===== src/rtl/conv_scan_ctrl.sv =====
// Scan controller for a 5x5 sliding-window convolver: fetches 5-row column bands in
// raster order and tags convolver outputs. Optional abort input: CONV_SCAN_CTRL_ABORT_EN.
`timescale 1ns/1ps
module conv_scan_ctrl #(
    parameter int IMG_W   = 32,
    parameter int IMG_H   = 32,
    parameter int COORD_W = 8
) (
    input  logic               clk,
    input  logic               rst,
    input  logic               start,
`ifdef CONV_SCAN_CTRL_ABORT_EN
    input  logic               abort,
`endif
    output logic               busy,
    output logic               done,
    output logic               rd_en,
    output logic [COORD_W-1:0] rd_row,
    output logic [COORD_W-1:0] rd_col,
    output logic               conv_en,
    output logic               out_valid,
    output logic [COORD_W-1:0] out_row,
    output logic [COORD_W-1:0] out_col
);

    localparam logic [COORD_W-1:0] LAST_COL = COORD_W'(IMG_W - 1);
    localparam logic [COORD_W-1:0] LAST_ROW = COORD_W'(IMG_H - 5);
    localparam logic [COORD_W-1:0] WIN_SPAN = COORD_W'(4);
    localparam logic [COORD_W-1:0] ONE      = COORD_W'(1);

    typedef enum logic [1:0] {S_IDLE, S_SCAN, S_DRAIN, S_DONE} state_t;

    state_t               state_q;
    logic                 drain_q;
    logic                 busy_q;
    logic                 done_q;
    logic                 rd_en_q;
    logic [COORD_W-1:0]   rd_row_q;
    logic [COORD_W-1:0]   rd_col_q;
    logic                 conv_en_q;
    logic [COORD_W-1:0]   tag_row_q;
    logic [COORD_W-1:0]   tag_col_q;
    logic                 out_valid_q;
    logic [COORD_W-1:0]   out_row_q;
    logic [COORD_W-1:0]   out_col_q;
    logic                 abort_hit;
    logic                 win_full;

`ifdef CONV_SCAN_CTRL_ABORT_EN
    assign abort_hit = abort && ((state_q == S_SCAN) || (state_q == S_DRAIN));
`else
    assign abort_hit = 1'b0;
`endif

    // The first four columns of each band still hold stale pixels in the window.
    assign win_full = conv_en_q && (tag_col_q >= WIN_SPAN);

    always_ff @(posedge clk or negedge rst) begin
        if (!rst) begin
            state_q     <= S_IDLE;
            drain_q     <= 1'b0;
            busy_q      <= 1'b0;
            done_q      <= 1'b0;
            rd_en_q     <= 1'b0;
            rd_row_q    <= '0;
            rd_col_q    <= '0;
            conv_en_q   <= 1'b0;
            tag_row_q   <= '0;
            tag_col_q   <= '0;
            out_valid_q <= 1'b0;
            out_row_q   <= '0;
            out_col_q   <= '0;
        end else begin
            conv_en_q   <= rd_en_q && !abort_hit;
            tag_row_q   <= rd_row_q;
            tag_col_q   <= rd_col_q;
            out_valid_q <= win_full && !abort_hit;
            if (win_full) begin
                out_row_q <= tag_row_q;
                out_col_q <= tag_col_q - WIN_SPAN;
            end
            done_q <= 1'b0;
            if (abort_hit) begin
                state_q <= S_DONE;
                busy_q  <= 1'b0;
                rd_en_q <= 1'b0;
                done_q  <= 1'b1;
            end else begin
                case (state_q)
                    S_IDLE: begin
                        if (start) begin
                            state_q  <= S_SCAN;
                            busy_q   <= 1'b1;
                            rd_en_q  <= 1'b1;
                            rd_row_q <= '0;
                            rd_col_q <= '0;
                        end
                    end
                    S_SCAN: begin
                        if (rd_col_q == LAST_COL) begin
                            if (rd_row_q == LAST_ROW) begin
                                state_q <= S_DRAIN;
                                rd_en_q <= 1'b0;
                                drain_q <= 1'b0;
                            end else begin
                                rd_row_q <= rd_row_q + ONE;
                                rd_col_q <= '0;
                            end
                        end else begin
                            rd_col_q <= rd_col_q + ONE;
                        end
                    end
                    // Two cycles let the last fetch travel through conv_en to out_valid.
                    S_DRAIN: begin
                        if (drain_q) begin
                            state_q <= S_DONE;
                            busy_q  <= 1'b0;
                            done_q  <= 1'b1;
                        end else begin
                            drain_q <= 1'b1;
                        end
                    end
                    S_DONE:  state_q <= S_IDLE;
                    default: state_q <= S_IDLE;
                endcase
            end
        end
    end

    assign busy      = busy_q;
    assign done      = done_q;
    assign rd_en     = rd_en_q;
    assign rd_row    = rd_row_q;
    assign rd_col    = rd_col_q;
    assign conv_en   = conv_en_q;
    assign out_valid = out_valid_q;
    assign out_row   = out_row_q;
    assign out_col   = out_col_q;

endmodule


===== config.mk =====
export PLATFORM = sky130hd
export DESIGN_NAME = conv_scan_ctrl
export DESIGN_NICKNAME = d
export VERILOG_FILES = /design/src/rtl/conv_scan_ctrl.sv
export SDC_FILE = /design/constraint.sdc
export NUM_CORES = 1
export LEC_CHECK = 0
export ABC_AREA = 1
export BUFFER_PORTS_ARGS = -buffer_cell sky130_fd_sc_hd__buf_2
export CAP_MARGIN = 20
export CORE_MARGIN = 10
export CORE_UTILIZATION = 40
export CTS_CLUSTER_SIZE = 10
export DETAILED_ROUTE_END_ITERATION = 6
export GPL_ROUTABILITY_DRIVEN = 1
export REMOVE_ABC_BUFFERS = 1
export SLEW_MARGIN = 30
export SYNTH_ARGS = -nofsm -noshare
export SYNTH_HDL_FRONTEND = slang
export SYNTH_SLANG_ARGS = --single-unit

===== constraint.sdc =====
create_clock -name clk -period 1.8 [get_ports clk]
set_clock_uncertainty 0.05 [all_clocks]
set_input_delay 0.09 -clock clk [delete_from_list [all_inputs] [get_ports clk]]
set_output_delay 0.09 -clock clk [all_outputs]
set_load 0.005 [all_outputs]

======== After elaboration in Yosys (flattened, before gate mapping) ========
Cells that the tools add are included.
operators by class
  add/sub/neg operators ................... 3
  multiply operators ...................... 0
  divide/modulo/power cells ............... 0
  $lt $le $gt $ge ......................... 1
  equal/unequal tests ..................... 11
  shift operators ......................... 0
  mux-type cells .......................... 21
  bitwise logic cells ..................... 0
  reduce and logical (&&, ||, !) cells .... 11
operators by type and width
  cell                                                 number
  2-to-1 mux 8 bit                                     5
  one-hot mux 8 bit (2 select lines)                   2
  adder 8 x 1 -> 8 bit, second input constant          2
  equality test 8 x 5 -> 1 bit, second input constant  2
  AND reduction 4 bit                                  3
  inequality test 2 bit, second input constant         5
  AND reduction 3 bit                                  3
  >= comparator 8 x 3 -> 1 bit, second input constant  1
  2-to-1 mux 2 bit                                     4
  one-hot mux 2 bit (4 select lines)                   1
  subtractor 8 x 3 -> 8 bit, second input constant     1
  2-to-1 mux 1 bit                                     6
  one-hot mux 1 bit (2 select lines)                   3
  nonzero test 2 bit                                   3
  equality test 2 bit, second input constant           2
  inequality test 3 bit, second input constant         1
  equality test 2 x 1 -> 1 bit, second input constant  1
  zero test 2 bit                                      1
  logical AND 1 bit                                    1
word-level totals
  bits in registers ....................... 56
  bits in latches ......................... 0
  RAM bits ................................ 0
  bits in read-only memories .............. 0
  input bits .............................. 3
  output and inout port bits .............. 37
  logic and storage cells ................. 60
  memories kept ........................... 0

======== Longest topological paths before layout ========
  depth in word-level cells ............... 4
  mapped depth ............................ 12
  mapped depth without buffers ............ 11

======== Least setup slack after synthesis ========
Ideal clock, no wire load.
  path type ............................... register -> register
  from .................................... register tag_col_q[2]
  to ...................................... register out_col_q[6] (netlist: out_col[6])
  setup time .............................. 116 ps
  data arrival time ....................... 1285 ps
  required time ........................... 1634 ps
  setup slack ............................. 349 ps
  cell stages (with the launch flop) ...... 13
  buffers on the path ..................... 1
  period minus slack after synthesis ...... 1451 ps
  path through ............................ dfrtp_1 inv_1 ha_1 nand2_1 inv_1 nand2_1 nor2_1 nand2_1 nand2_2 inv_1 buf_2 nand2_1 nand2_1
between the ends
  word-level cells in the longest chain between the ends .. 2
  elaborated cells between the ends (all ways) .. 3
  those cells by class .................... 1 x add/sub; 1 x order compare; 1 x reduce/logical
RTL lines
  what                          RTL line  source
  start, declared               42        logic [COORD_W-1:0] tag_col_q;
  start signal, assigned        76        tag_col_q <= rd_col_q;
  >= comparator 8 x 3 -> 1 bit  56        assign win_full = conv_en_q && (tag_col_q >= WIN_SPAN);
  logical AND 1 bit             56
  named net win_full            47        logic win_full;
  end signal, assigned          80        out_col_q <= tag_col_q - WIN_SPAN;
  end, declared                 45        logic [COORD_W-1:0] out_col_q;
The timed path passes the listed nets, and every way through them passes these cells.
A chain may end at the register's enable or synchronous reset.

======== Final worst setup path ========
  from .................................... register state_q[0]
  to ...................................... register rd_row_q[3] (netlist: rd_row[3])
between the ends
  word-level cells in the longest chain between the ends .. 3
  elaborated cells between the ends (all ways) .. 8
  those cells by class .................... 4 x eq/ne; 1 x mux; 3 x reduce/logical
RTL lines
  what                                                                          RTL line  source
  start, declared                                                               33        state_t state_q;
  start signal, assigned                                                        60        state_q <= S_IDLE;
  start signal, assigned                                                        84        state_q <= S_DONE;
  start signal, assigned                                                        92        state_q <= S_SCAN;
  equality test 2 x 1 -> 1 bit or zero test 2 bit (tied branches)               89        case (state_q)
  inequality test 2 bit (no source line) or nonzero test 2 bit (tied branches)  --
  AND reduction 4 bit (no source line)                                          --
  end signal, assigned                                                          106       rd_row_q <= rd_row_q + ONE;
  end, declared                                                                 38        logic [COORD_W-1:0] rd_row_q;
Parallel ways exist; a longest one is shown, timed or not.

==> impl_metrics.csv <==
group,metric,value,unit
floorplan,coreArea,6390,um^2
detailed_routing,dr.pass1.iters,5,
detailed_routing,ant_nets,0,
logic_synthesis,ys_warn_count,0,
critical_path,cp_slowest_cell,"dfrtp_1",
place,pre_cts_slack,170,ps
critical_path,timing.rr.start,"state_q[0]",
logic_synthesis,ys_seq_area_share,53.0,%
critical_path,critical_path.startpoint,"state_q[0]",
floorplan,fp.dieH,101,um
detailed_routing,finalWirelength,5600,um
cells_and_area,fin_nets,383,
critical_path,crit_path_max_incr_delay,420,ps
timing,finalHoldViolations,0,
timing,fin_ws,199,ps
logic_synthesis,syn-instance-count,318,
hold_path,hp-class,"input port to async pin",
cells_and_area,final_core_util,49.1,%
clock_network,clk_pin_slew,110,ps
critical_path,worstPathRequired,1970,ps
cells_and_area,diodes,0,
critical_path,r2r_slack,200,ps
critical_path,cp-start-kind,"register",
floorplan,die-width,101,um
timing,finalCritPeriodShare,88.9,%
timing,tightest_slew,444,ps
timing,setup_viol,0,
floorplan,rows,29,
place,globalplace.congestion,0.791,
detailed_routing,vias_per_cell,4.71,
outcome,outcome,"finished, final reports clean",
clock_network,h-tree-depth,2,
global_route,grt_max_degree,40,
clock_network,cts_root_buf,"clkbuf_8",
critical_path,crit_fanout,5,
cells_and_area,drive_gt1_share,19.3,%
global_route,grt_pass1_wl,9960,um
timing,period_minus_slack,1600,ps
global_route,grt_overflow,0,
clock_network,cts_made_buffers,5,
clock_network,cts_tree,"yes",
clock_network,insertion_delay,310,ps
logic_synthesis,ys_types,23,
cells_and_area,area_growth,18.6,%
timing,holdWs,191,ps
detailed_routing,dr_total_vias,2120,
logic_synthesis,synth.avg_cell_area,8.31,um^2
global_route,track_usage,11.6,%
timing,clock.fmax,625,MHz
flow_run,drv_cap,0,
power,power_density,1220,nW/um^2
timing,worst_slew_margin_rel,70.4,%
timing,fin_setup_tns,0,ps
critical_path,crit_chain,"inv_1 > ha_1 > inv_1 > or2_4 > buf_4 > nand2_4 > nor2_4 > nand2_1 > nand2_1",
timing,rsz0062_at_grt,"no",
global_route,antenna_found_initial,0,
power,p_leak,1.76,nW
clock_network,cts_resized,0,
critical_path,critPathKind,"register to register",
cells_and_area,fill_cells,625,
detailed_routing,drc,0,
power,p_total,0.00383,W
critical_path,critPathArrivalTime,1770,ps
clock_network,cts_max_path_buffers,2,
detailed_routing,wl_per_cell,12.5,um
detailed_routing,drtIter0Drc,61,
power,ir_drop,0.777,mV
floorplan,initial_utilization,41.4,%
global_route,grt_pass1_vias,2162,
critical_path,end_kind,"register",
clock_network,cts.sinks,56,
timing,maxSlewViolCount,0,
logic_synthesis,ys_seq_elements,56,
place,hpwl,4150,um
floorplan,ios,40,
logic_synthesis,syn_area,2640,um^2
floorplan,die-area,10300,um^2
place,portBuffers,39,
==> synthesized netlist by cell type, drive strengths merged <==
| cell | number | share of area, % |
|---|---|---|
| nand3b | 1 | 0.28 |
| nor3 | 5 | 0.95 |
| o21ai | 14 | 2.6 |
| or2 | 1 | 0.33 |
| buf | 5 | 1.2 |
| nand2 | 127 | 19 |
| a22oi | 1 | 0.28 |
| nor2 | 35 | 5.6 |
| o21bai | 2 | 0.57 |
| inv | 35 | 5.0 |
| ha | 8 | 3.8 |
| xor2 | 3 | 0.99 |
| xnor2 | 1 | 0.33 |
| nand3 | 24 | 5.9 |
| dfrtp | 56 | 53 |
==> stage by stage <==
stage	cell area [um^2]	std cells
floorplan	2610	313
global placement	2980	437
detailed placement	2980	437
CTS	3110	447
global route	3140	450
finish	3140	450
==> metal layers <==
layer	global-route usage (%)	up-vias	wire (um)
met2	19.8	37	2750
met1	14.0	989	2520
met3	2.52	6	242
li1	-	1088	-
met4	4.18	0	87
met5	0	-	0
==> cell usage in the layout (no fill, tap or decap), types with 5 or more instances in the layout <==
master,count
nand3_1,20
ha_1,8
nand2_1,121
o21ai_0,11
inv_1,35
buf_4,10
dfrtp_1,56
buf_2,39
clkbuf_8,5
nor2_1,32
nor3_1,5
==> critical path, delay by kind of cell (launching register included) <==
family / cells / cell delay [ps]
flops: 1 / 420
buf+inv: 3 / 320
simple gates: 5 / 520
fa+ha+maj: 1 / 200
==> what timing repair did <==
item | 4_1_cts | 5_1_grt
endpoints found under the hold margin | 18 | 0
endpoints found under the setup margin | 0 | 1
hold buffers | 2 | 0
setup buffers | 0 | 3
==> registers in the layout (all words and copies together), names as in the netlist, 2 cells and up <==
signal / cells
rd_row: 8
tag_row_q: 8
state_q: 2
out_row: 8
rd_col: 8
out_col: 8
tag_col_q: 8
==> where the power goes <==
group	switching, W	internal (W)	leakage (nW)
Combinational	0.000867	0.000523	0.948
Sequential	0.000124	0.00148	0.754
Clock	0.000422	0.000420	0.0583
==> worst paths after layout <==
path                                endpoint  depth (start not counted)
worst max-delay path               rd_row[3]                          9
max in group asynchronous       tag_col_q[2]                          3
worst min register to register       conv_en                          0
worst max register to register     rd_row[3]                          9
worst min-delay path               rd_row[1]                          2
min in group clk                     conv_en                          0
==> cell families (layout without fill, tap and decap cells) <==
group / count (synthesis) / after routing / synth area share (%)
flip-flops: 56 / 56 / 53.0
buffers and inverters: 40 / 95 / 6.15
XOR/XNOR: 4 / 4 / 1.33
adder cells (fa/ha/maj): 8 / 8 / 3.79
AO/OA/AOI/OAI: 17 / 17 / 3.50
AND/OR/NAND/NOR: 193 / 193 / 32.2
==> area by class of cell <==
class,count,area [um^2],share of cell area (%)
flip-flops and latches,56,1400,44.7
inverters,35,131,4.19
well taps,77,96.3,3.07
repair buffers,52,310,9.90
clock buffers,5,68.8,2.19
multi-input cells,222,1080,34.4
clock inverters,3,47.5,1.52
Power figures use the tool's default switching activity.
